### src/rtl/hazard_ctrl.sv
// Pipeline hazard controller: load-use stall, branch flush and multi-cycle mul/div hold with timeout.
// Define HAZARD_PERF_EN to add the stall_cycles / flush_count performance counter outputs.
module hazard_ctrl #(
    parameter int unsigned MD_TIMEOUT = 64,
    parameter int unsigned CNT_W      = 32
) (
    input  logic       clk,
    input  logic       rstn,
    input  logic [4:0] ifid_rs1,
    input  logic [4:0] ifid_rs2,
    input  logic       idex_mem_read,
    input  logic [4:0] idex_rd,
    input  logic       fwd_stall,
    input  logic       br_taken,
    input  logic       md_start,
    input  logic       md_done,
    output logic       pc_stall,
    output logic       ifid_stall,
    output logic       idex_stall,
    output logic       ifid_flush,
    output logic       idex_flush,
    output logic       exma_bubble,
    output logic       md_busy,
    output logic       md_timeout_err
`ifdef HAZARD_PERF_EN
    ,
    output logic [CNT_W-1:0] stall_cycles,
    output logic [CNT_W-1:0] flush_count
`endif
);

    typedef enum logic [1:0] {
        RUN      = 2'd0,
        MD_BUSY  = 2'd1,
        MD_DRAIN = 2'd2
    } state_e;

    localparam int unsigned     TO_W   = $clog2(MD_TIMEOUT + 1);
    localparam logic [TO_W-1:0] TO_MAX = TO_W'(MD_TIMEOUT);

    if (MD_TIMEOUT < 1 || CNT_W < 1) begin : g_param_check
        $error("hazard_ctrl: MD_TIMEOUT and CNT_W must both be at least 1");
    end

    state_e          state_q, state_d;
    logic [TO_W-1:0] to_cnt_q, to_cnt_d;
    logic [TO_W-1:0] to_cnt_inc;
    logic            to_hit;
    logic            err_q, err_d;
    logic            lu;

    always_comb begin
        lu = idex_mem_read && (idex_rd != 5'd0) &&
             ((idex_rd == ifid_rs1) || (idex_rd == ifid_rs2));
        to_cnt_inc = (to_cnt_q == TO_MAX) ? to_cnt_q : to_cnt_q + 1'b1;
        // "Reaches" means the count after this busy cycle's increment.
        to_hit = (to_cnt_inc == TO_MAX);

        state_d     = state_q;
        to_cnt_d    = to_cnt_q;
        err_d       = err_q;
        pc_stall    = 1'b0;
        ifid_stall  = 1'b0;
        idex_stall  = 1'b0;
        ifid_flush  = 1'b0;
        idex_flush  = 1'b0;
        exma_bubble = 1'b0;
        md_busy     = 1'b0;

        case (state_q)
            RUN: begin
                if (br_taken) begin
                    ifid_flush = 1'b1;
                    idex_flush = 1'b1;
                end else begin
                    if (fwd_stall) begin
                        pc_stall    = 1'b1;
                        ifid_stall  = 1'b1;
                        idex_stall  = 1'b1;
                        exma_bubble = 1'b1;
                    end else if (lu) begin
                        pc_stall   = 1'b1;
                        ifid_stall = 1'b1;
                        idex_flush = 1'b1;
                    end
                    if (md_start) begin
                        state_d  = MD_BUSY;
                        to_cnt_d = '0;
                    end
                end
            end
            MD_BUSY: begin
                pc_stall    = 1'b1;
                ifid_stall  = 1'b1;
                idex_stall  = 1'b1;
                exma_bubble = 1'b1;
                md_busy     = 1'b1;
                to_cnt_d    = to_cnt_inc;
                if (md_done) begin
                    state_d = MD_DRAIN;
                end else if (to_hit) begin
                    err_d   = 1'b1;
                    state_d = MD_DRAIN;
                end
            end
            MD_DRAIN: begin
                state_d = RUN;
            end
            default: begin
                state_d = RUN;
            end
        endcase
    end

    always_ff @(posedge clk or negedge rstn) begin
        if (!rstn) begin
            state_q  <= RUN;
            to_cnt_q <= '0;
            err_q    <= 1'b0;
        end else begin
            state_q  <= state_d;
            to_cnt_q <= to_cnt_d;
            err_q    <= err_d;
        end
    end

    assign md_timeout_err = err_q;

`ifdef HAZARD_PERF_EN
    logic [CNT_W-1:0] stall_cycles_q;
    logic [CNT_W-1:0] flush_count_q;

    // Free-running counters; they wrap naturally at 2^CNT_W.
    always_ff @(posedge clk or negedge rstn) begin
        if (!rstn) begin
            stall_cycles_q <= '0;
            flush_count_q  <= '0;
        end else begin
            if (pc_stall) begin
                stall_cycles_q <= stall_cycles_q + 1'b1;
            end
            if (ifid_flush) begin
                flush_count_q <= flush_count_q + 1'b1;
            end
        end
    end

    assign stall_cycles = stall_cycles_q;
    assign flush_count  = flush_count_q;
`endif

endmodule

### config.mk
export PLATFORM = sky130hd
export DESIGN_NAME = hazard_ctrl
export DESIGN_NICKNAME = d
export VERILOG_FILES = /design/src/rtl/hazard_ctrl.sv
export SDC_FILE = /design/constraint.sdc
export NUM_CORES = 1
export LEC_CHECK = 0
export CORE_ASPECT_RATIO = 1.25
export CORE_MARGIN = 2
export CORE_UTILIZATION = 38
export DETAILED_ROUTE_END_ITERATION = 6
export PLACE_DENSITY = 0.85
export SLEW_MARGIN = 20
export SYNTH_ARGS = -nofsm -noshare
export SYNTH_HDL_FRONTEND = slang
export SYNTH_SLANG_ARGS = --single-unit
### constraint.sdc
create_clock -name clk -period 1.9 [get_ports clk]
set_input_delay 0.38 -clock clk [delete_from_list [all_inputs] [get_ports clk]]
set_output_delay 0.38 -clock clk [all_outputs]
set_load 0.005 [all_outputs]
# [After elaboration in Yosys (flattened, before gate mapping)]
# Cells that the tools add are included.
[totals] reg_bits=10 latchBits=0 ram_bits=0 mem_bits_ro=0 wordCells=44 mem_count=0
[op_classes] addsub=1 n_mul=0 n_div=0 magnitude_cmp=0 n_eq_ne=8 n_shift=0 mux=22 bitwise=1 reduce_logical=9
[op_table] op="two-way mux 7 bit" count=3
[op_table] op="== test 7 bit (second input constant)" count=2
[op_table] op="one-hot mux 7 bit (2 select lines)" count=1
[op_table] op="two-way mux 1 bit" count=11
[op_table] op="== test 5 bit" count=2
[op_table] op="AND reduction 3 bit" count=3
[op_table] op="two-way mux 2 bit" count=4
[op_table] op="adder 7 x 1 -> 7 bit (second input constant)" count=1
[op_table] op="nonzero test 5 bit" count=1
[op_table] op="!= test 2 bit (second input constant)" count=2
[op_table] op="one-hot mux 1 bit (2 select lines)" count=2
[op_table] op="one-hot mux 2 bit (2 select lines)" count=1
[op_table] op="!= test 3 bit (second input constant)" count=1
[op_table] op="== test 2 x 1 -> 1 bit (second input constant)" count=1
[op_table] op="logical AND 1 bit" count=2
[op_table] op="logical NOT 2 bit" count=1
[op_table] op="nonzero test 2 bit" count=1
[op_table] op="logical OR 1 bit" count=1
[op_table] op="inverter 1 bit" count=1

# [Logic depth before layout (Yosys ltp)]
[depth] word_depth=7 ltp_mapped=7

# [Worst setup path before layout]
# No wires, ideal clock.
[synth_path] kind="input port to output port" start="input port idex_rd[1]" end="output port pc_stall" arrival_ns=1.385 required_ns=1.520 setup_slack_ns=0.135 cell_stages=4 cell_sequence="or4_1 > o221ai_1 > o22ai_1 > buf_4"
[synth_between] elab_chain_cells=7
[synth_lines] item="start, declared" line="12" source="input logic [4:0] idex_rd,"
[synth_lines] item="== test 5 bit or nonzero test 5 bit (tied branches)" line="54, 53"
[synth_lines] item="logical OR 1 bit or logical AND 1 bit (tied branches)" line="54, 53"
[synth_lines] item="logical AND 1 bit *" line="53" source="lu = idex_mem_read && (idex_rd != 5'd0) &&"
[synth_lines] item="two-way mux 1 bit * (3 in series)"
[synth_lines] item="one-hot mux 1 bit (2 select lines) *"
[synth_lines] item="end, declared" line="17" source="output logic pc_stall,"
# Every way passes the cells marked *; elsewhere a longest branch is shown, timed or not.

# [Final worst setup path]
[layout_path] start="input port idex_rd[4]" end="output port idex_flush"
[layout_between] elab_chain_cells=7
[layout_lines] item="== test 5 bit or nonzero test 5 bit (tied branches)" line="54, 53"
[layout_lines] item="logical OR 1 bit or logical AND 1 bit (tied branches)" line="54, 53"
[layout_lines] item="logical AND 1 bit *" line="53"
[layout_lines] item="two-way mux 1 bit *" line="81" source="end else if (lu) begin"
[layout_lines] item="two-way mux 1 bit *" line="76" source="if (fwd_stall) begin"
[layout_lines] item="two-way mux 1 bit *" line="72" source="if (br_taken) begin"
[layout_lines] item="two-way mux 1 bit *" line="70" source="case (state_q)"
[layout_lines] item="end, declared" line="21" source="output logic idex_flush,"
# Marks and branches as above.

==> results.yml <==
outcome:
  status: "finished, violations left"
  violations: "negative setup slack"
critical_path:
  cp-end-kind: "output port"
  cp_slowest_stage_delay_ns: 0.33
  reg2reg_depth: 6
  critPathTopFamily: "compound AO/OA/AOI/OAI gates"
  worstReg2RegEnd: "md_timeout_err"
  path_buf_inv: 2
  critical_path_required_ns: 1.52
  cp_slowest_cell: "o41ai_2"
  cp_max_fo: 3
  regToRegStartpoint: "to_cnt_q[1]"
  r2r_slack_ns: 0.17
  cp-start-kind: "input pin"
  worstPathCellList: "buf_6 -> xnor2_2 -> nand3_2 -> nor3_4 -> o221ai_4 -> o41ai_2 -> buf_2"
  crit_arrival_ns: 1.64
  crit_type: "in2out"
die:
  dieArea_sq_um: 2430
  die_w_um: 44.5
  rows: 18
  initial_core_util_pct: 39.8
  pin_count: 30
  core_sq_um: 1960
  die_y_um: 54.6
clock_network:
  clk_pin_slew_ns: 0.07
  clock_path_buffers: 2
  clock-root-buffer: "clkbuf_4"
  ctsHoldBuffers: 0
  cts_tree: "yes"
  htree_levels: 1
  numClockSinks: 10
  cts_buffers: 3
  clk_latency_ns: 0.28
route:
  first_pass_iters: 4
  wl_per_cell_um: 15.0
  routed_wl_mm: 2.29
  viasPerCell: 5.53
  antenna_left: 0
  vias: 840
  drt_iter0_drc: 10
  post-route-drc-count: 0
sta:
  fmax_mhz: 494
  rsz0062_at_grt: "yes"
  maxSlewViolCount: 0
  period_minus_slack_ns: 2.02
  holdWs_ns: 0.413
  setup_viol: 3
  worst_pin_slew_ns: 0.449
  hold_viol_final: 0
  max_slew_margin_pct: 70.0
  post-route-period-util_pct: 106
  fin_ws_ns: -0.123
  skew_ns: 0.00292
  fin_setup_tns_ns: -0.216
place:
  globalplace.congestion: 0.837
  place_inst: 143
  numPortBuffers: 29
  hpwl_mm: 1.62
finish:
  final_cell_count_no_fill: 152
  multi_input_area_sq_um: 638
  final_net_count: 157
  diodes: 0
  syn_to_final_growth_pct: 69.7
  nFillCells: 145
  layout-drive-gt1-share_pct: 41.7
  seq_area_sq_um: 253
power:
  internal-power_uw: 573
  p_leak_nw: 0.611
  p_switching_uw: 325
  comb_power_share_pct: 46.4
  p_sw_share_pct: 36.2
  seqPwrFrac_pct: 31.7
  pwr-share-clk_pct: 21.9
  max-vdd-ir-drop_v: 0.000625
  power_density_nw_per_um2: 678
synthesis:
  synthArstFlopShare_pct: 100
  ys.flop_type: "dfrtp_1"
  ys_seq_area_share_pct: 32.1
  synth_area_per_cell_sq_um: 8.47
  post-synth-top-area-cell: "dfrtp_1"
  syn_nets: 116
  yosys.cell_types.count: 37
  yosysWarnings: 0
  synth.most_common_cell: "dfrtp_1"
  netlist.area_leader.share_pct: 32.1
  ys_top_cells_by_count: "10 x dfrtp_1, 8 x nand2_1, 7 x nor2_1, 7 x xor2_1"
  ys_seq_elements: 10
  synth-edff-count: 0
  synth.area.top_cells: "dfrtp_1 32%, xor2_1 7.9%, xnor2_1 6.7%"
  synthCells: 92
  netlist_area_sq_um: 779
global_routing:
  grt_pass1_wl_mm: 3.44
  first_global_vias: 837
  grt_remaining_overflow: 0
  grtUsageTotal_pct: 19.7
  grt_max_degree: 11
  antenna_found_initial: 0
flow_run:
  cap_violations: 0
worst_hold_path:
  hp-class: "in2async"
registers in the layout, indices dropped and copies added (netlist names):
register	count
state_q	2
md_timeout_err	1
to_cnt_q	7
per-layer routing:
metal | up-vias | share of wire [%] | global-route usage, %
met3 | 7 | 7.0 | 2.31
met4 | 0 | 3.6 | 10.6
met1 | 400 | 34 | 19.6
met2 | 33 | 55 | 38.6
li1 | 400 | - | -
met5 | - | 0 | 0
layout by cell type, fill, tap and decap left out, types with 3 or more instances in the layout:
cell              n
buf_2             7
buf_4            11
buf_6             4
clkbuf_4          3
clkdlybuf4s50_1   7
dfrtp_1           8
dlygate4sd2_1     6
inv_1             4
nand2_1           8
nand3_1           5
nor2_1            5
o21ai_0           6
xor2_1            6
logic make-up (layout without fill, tap and decap cells):
group | after synthesis | after routing | synth area share, %
buf+inv | 11 | 51 | 6.74
simple gates | 33 | 33 | 22.0
flops | 10 | 10 | 32.1
mux | 1 | 1 | 1.28
fa+ha+maj | 2 | 2 | 3.21
compound gates | 22 | 22 | 20.1
xor+xnor | 13 | 13 | 14.6
cell type report:
class / count / area share [%]
clock buffer: 4 / 2.74
inverter: 6 / 1.70
multi-input combinational: 71 / 48.2
sequential: 10 / 19.1
tap: 20 / 1.89
timing repair buffer: 41 / 26.3
how the worst max path moves through the flow:
| stage | depth (start not counted) | startpoint | endpoint |
|---|---|---|---|
| 2_1_floorplan | 4 | idex_rd[1] | pc_stall |
| 3_3_place_gp | 7 | idex_rd[3] | idex_flush |
| 3_5_place_dp | 7 | idex_rd[4] | idex_flush |
| 4_1_cts | 6 | ifid_rs1[1] | idex_flush |
| 5_1_grt | 7 | idex_rd[4] | idex_flush |
| 6_report | 7 | idex_rd[4] | idex_flush |
power groups by stage:
stage	clock, mW	combinational (mW)	sequential (mW)
global placement	0	0.344	0.274
floorplan	0	0.193	0.273
finish	0.197	0.417	0.284
detailed placement	0	0.357	0.278
CTS	0.207	0.361	0.273
global route	0.211	0.456	0.285
per-stage QoR:
step	utilization (%)	instance area [sq um]	power [mW]	worst slack, ns
6_report	67.5	1320	0.897	-0.123
3_5_place_dp	57.0	1120	0.636	-0.832
3_3_place_gp	57.0	1120	0.618	-0.807
5_1_grt	67.5	1320	0.951	-0.192
4_1_cts	60.2	1180	0.841	-0.0959
2_1_floorplan	-	779	0.466	0.135
timing repair:
action                                  in CTS  in global routing
gates resized for setup                     69                 32
endpoints found under the setup margin       7                  9
pin swaps                                   15                  8
buffers inserted                             2                  3
Power figures use the tool's default switching activity.
==> RTL edit 1 (same flow settings) <==
The option `HAZARD_PERF_EN` is turned on by a define.
--- a/src/rtl/hazard_ctrl.sv
+++ b/src/rtl/hazard_ctrl.sv
@@ -1,4 +1,6 @@
 // Pipeline hazard controller: load-use stall, branch flush and multi-cycle mul/div hold with timeout.
 // Define HAZARD_PERF_EN to add the stall_cycles / flush_count performance counter outputs.
+`define HAZARD_PERF_EN
+
 module hazard_ctrl #(
     parameter int unsigned MD_TIMEOUT = 64,
Formal check against the unedited RTL (old outputs only; new: flush_count and stall_cycles): equivalent (Yosys induction, for registers that start in step).
==> RTL edit 1 against the original RTL <==
The flow still finishes with violations (negative setup slack); synthesized area grew to 4.7 times the old value; die area grew to 4.3 times the old value; register-to-register slack lost 0.17 ns; count of clock-buffer cells in the layout is 5 higher; sequential cell count grew 64; design area rose to 4.1 times the old value; first-iteration DRC count rose to 14 times the old value; wire length grew to 3.9 times the old value; power grew to 5.7 times the old value; setup slack improved by 0.032 ns; synthesized cell count rose to 3.7 times the old value; combinational power increased to 2.7 times the old value; core utilization down 8.3 points; critical path type unchanged; highest routed layer unchanged.
==> RTL edit 1: results <==
metrics = {
    "run_status": {
        "status": "complete, but fails checks",
        "failed_checks": "negative setup slack",
    },
    "final_layout": {
        "drive_above_1_share": 0.195,
        "nets": 508,
    },
    "sta": {
        "slew_headroom": 0.668,
        "max_freq_ghz": 0.502,
        "setup_viol": 4,
        "tns_ns": -0.222,
        "setup_ws_ns": -0.0904,
    },
    "setup_path": {
        "cp_slowest_cell": "or4_4",
        "cp_top_family": "simple AND/OR/NAND/NOR gates",
    },
    "synthesis": {
        "synth_compound_area_frac": 0.0386,
        "synthXorXnorAreaFrac": 0.183,
        "synth.avg_cell_area_um2": 10.7,
        "ys_seq_area_frac": 0.510,
        "syn_nets": 366,
        "synth.distinct_cells": 43,
        "ys_top_cells_by_area": "dfrtp_1 51%, xnor2_1 14%, xor2_1 4.6%",
        "synthMuxAreaShare": 0.00620,
    },
    "placement": {
        "gp_congestion": 0.887,
        "io_buffers": 93,
        "detailed_place_hpwl_mm": 6.47,
    },
    "power_and_ir_drop": {
        "vdd_drop_max_uv": 473,
        "total_leakage_power_nw": 2.50,
    },
    "routing": {
        "wl_met3_um": 296,
        "drt_first_iter_violations": 144,
    },
    "global_route": {
        "use_met3": 0.0306,
        "met1_usage": 0.212,
    },
    "clocking": {
        "cts_setup_buffers": 8,
        "ctsResizeCount": 55,
    },
}
==> RTL edit 1: path summary, 6_finish.rpt <==
kind,startpoint,to,slack [ns],depth (start not counted)
worst max-delay path,idex_rd[3],pc_stall,-0.09,5
worst min-delay path,rstn,flush_count[14],0.02,1
worst max register to register,state_q[1],flush_count[25],0,7
worst min register to register,md_timeout_err,md_timeout_err,0.46,1
max in group asynchronous,rstn,state_q[1],1.32,2
min in group clk,md_timeout_err,md_timeout_err,0.46,1
==> RTL edit 1: power by group <==
| part | switching (mW) | total (mW) | internal [mW] |
|---|---|---|---|
| clock | 0.645 | 2.06 | 1.42 |
| sequential | 0.210 | 1.95 | 1.74 |
| combinational | 0.468 | 1.11 | 0.645 |
| total | 1.32 | 5.12 | 3.80 |
==> RTL edit 1: area by class of cell <==
cell class	count	area, um^2
timing repair buffer	138	1260
clock inverter	7	141
clock buffer	9	225
sequential	74	1850
multi-input combinational	251	1790
fill	776	3760
tap	123	154
inverter	8	30.0
==> RTL edit 2 (same flow settings) <==
Made on the original files. Register the output `md_timeout_err` once more; this adds one clock of latency there. The other outputs are not delayed to match.
--- a/src/rtl/hazard_ctrl.sv
+++ b/src/rtl/hazard_ctrl.sv
@@ -125,5 +125,7 @@
     end
 
-    assign md_timeout_err = err_q;
+    always_ff @(posedge clk) begin
+        md_timeout_err <= err_q;
+    end
 
 `ifdef HAZARD_PERF_EN
Behaviour: same outputs for any inputs over 10 cycles, from zero or initial values and one cycle with rstn low; that may be too few to reach the edited logic, so the function may still have changed.
==> RTL edit 2 against the original RTL <==
The flow still finishes with violations (negative setup slack); wire length is 10% higher; critical path depth stayed put; count of clock-buffer cells in the layout stayed put; power is 5.5% lower; sequential cell count is 1 higher; maximum frequency is 1.0% higher; clock skew is 0.0081 ns higher; setup slack better by 0.020 ns; final cell count is 13% higher; synthesized area is 12% higher; via count is 8.2% higher; design area is 2.2% higher; largest cell class unchanged; largest power group unchanged.
==> RTL edit 2: results <==
metrics = {
    "run_status": {
        "status": "complete, but fails checks",
        "failed_checks": "negative setup slack",
    },
    "setup_path": {
        "cp_max_fo": 2,
        "r2r-end": "state_q[0]",
        "reg2reg_slack_ns": 0.08,
        "r2r-start": "to_cnt_q[0]",
        "crit_arrival_ns": 1.62,
        "r2r.worst_path.cells": 6,
    },
    "placement": {
        "detailed_place_hpwl_mm": 1.81,
        "gp_congestion": 0.858,
        "place_area_mm2": 0.00123,
        "io_buffers": 29,
    },
    "worst_hold_path": {
        "hold_class": "reg -> reg",
        "hold_depth": 0,
        "hp-start": "err_q",
        "hold_end": "md_timeout_err",
    },
    "synthesis": {
        "synthMuxAreaShare": 0,
        "ys_seq_area_frac": 0.309,
        "synthXorXnorAreaFrac": 0.140,
        "ys_top_cells_by_area": "dfrtp_1 29%, xnor2_1 9.0%, xor2_1 5.0%",
        "syn_nets": 124,
        "synth.top_cells.by_count": "10 x dfrtp_1, 10 x nor2_1, 9 x xnor2_1",
        "synth_compound_area_frac": 0.207,
        "synth.distinct_cells": 36,
        "ys.warnings.count": 0,
        "synthAdderAreaFrac": 0.0286,
        "async_flop_share": 0.909,
    },
    "routing": {
        "firstDrtPassIters": 4,
        "drt_first_iter_violations": 18,
        "viasPerCell": 5.28,
        "wl_per_cell_um": 14.6,
    },
    "final_layout": {
        "antenna_cells": 0,
        "drive_above_1_share": 0.390,
        "nets": 166,
        "reg_top3": "to_cnt_q: 7 flops, state_q: 2 flops",
    },
    "global_route": {
        "grt_max_degree": 11,
        "grt_pass1_vias": 906,
        "track_usage": 0.188,
        "antenna_found_initial": 0,
        "grt_pass1_wl_mm": 3.73,
    },
    "sta": {
        "setup_ws_ns": -0.102,
        "hold_violations": 0,
        "tns_ns": -0.141,
        "setup_viol": 2,
        "fin_worst_skew_ns": 0.0110,
        "slew_headroom": 0.699,
    },
    "clocking": {
        "root_buffer": "clkbuf_4",
        "clkTransAtPathRegs_ns": 0.06,
        "cts_htree_levels": 1,
        "cts_inserted_buffers": 3,
        "cts_buffer_depth": 2,
        "clkLatencyLatePin_ns": 0.28,
    },
    "power_and_ir_drop": {
        "vdd_drop_max_uv": 494,
        "total_leakage_power_nw": 0.578,
    },
}
## RTL edit 2: cell families after synthesis
logic type                 count (synthesis)
adders and majority gates                  2
and+or+nand+nor                           36
xor gates and xnor gates                  14
AOI/OAI and AO/OA                         24
DFF                                       11
buffers and inverters                     13
## RTL edit 2: repair_timing
action | in CTS | in global routing
pin swaps | 13 | 13
endpoints found under the hold margin | 0 | 0
setup endpoints to repair | 7 | 6
setup buffers | 2 | 1
gates resized for setup | 51 | 35
## RTL edit 2: worst max-delay path: stages
cell and delay (ns):
buf_8 0.10, buf_6 0.11, xor2_2 0.17, nor3_2 0.22
o221ai_2 0.15, o41ai_2 0.33, buf_2 0.16
## RTL edit 2: power breakdown
part	switching (mW)	internal (mW)	total (mW)
Sequential	0.0305	0.260	0.291
Combinational	0.198	0.200	0.398
Clock	0.0787	0.0813	0.160
## RTL edit 2: through the flow
step	cells	hold slack [ns]	worst slack, ns
2_1_floorplan	100	0.0844	0.0330
3_3_place_gp	165	0.354	-0.767
3_5_place_dp	165	0.356	-0.818
4_1_cts	171	0.371	-0.0968
5_1_grt	172	0.386	-0.203
6_report	172	0.372	-0.102
## RTL edit 2: layout make-up
| cell class | instances | area [um^2] |
|---|---|---|
| Sequential cell | 11 | 272 |
| Inverter | 7 | 26.3 |
| Fill cell | 212 | 836 |
| Multi-Input combinational cell | 76 | 634 |
| Timing Repair Buffer | 43 | 354 |
| Tap cell | 31 | 38.8 |
| Clock buffer | 4 | 26.3 |
## RTL edit 2: worst max-delay path by stage
stage | from | endpoint | slack (ns) | cells past startpoint
after floorplan | to_cnt_q[0] | state_q[0] | 0.03 | 6
after global placement | idex_rd[3] | idex_flush | -0.77 | 7
after detailed placement | idex_rd[3] | idex_flush | -0.82 | 7
after CTS | idex_rd[2] | pc_stall | -0.1 | 5
after global routing | idex_rd[2] | idex_flush | -0.20 | 7
final | idex_rd[0] | idex_flush | -0.10 | 7
## RTL edit 2: layer usage
metal  vias up  track usage  wire [um]
li1        432            -          -
met1       430        0.195        807
met2        44        0.350       1420
met3         3       0.0374        261
met4         0       0.0714         33
met5         -            0          0
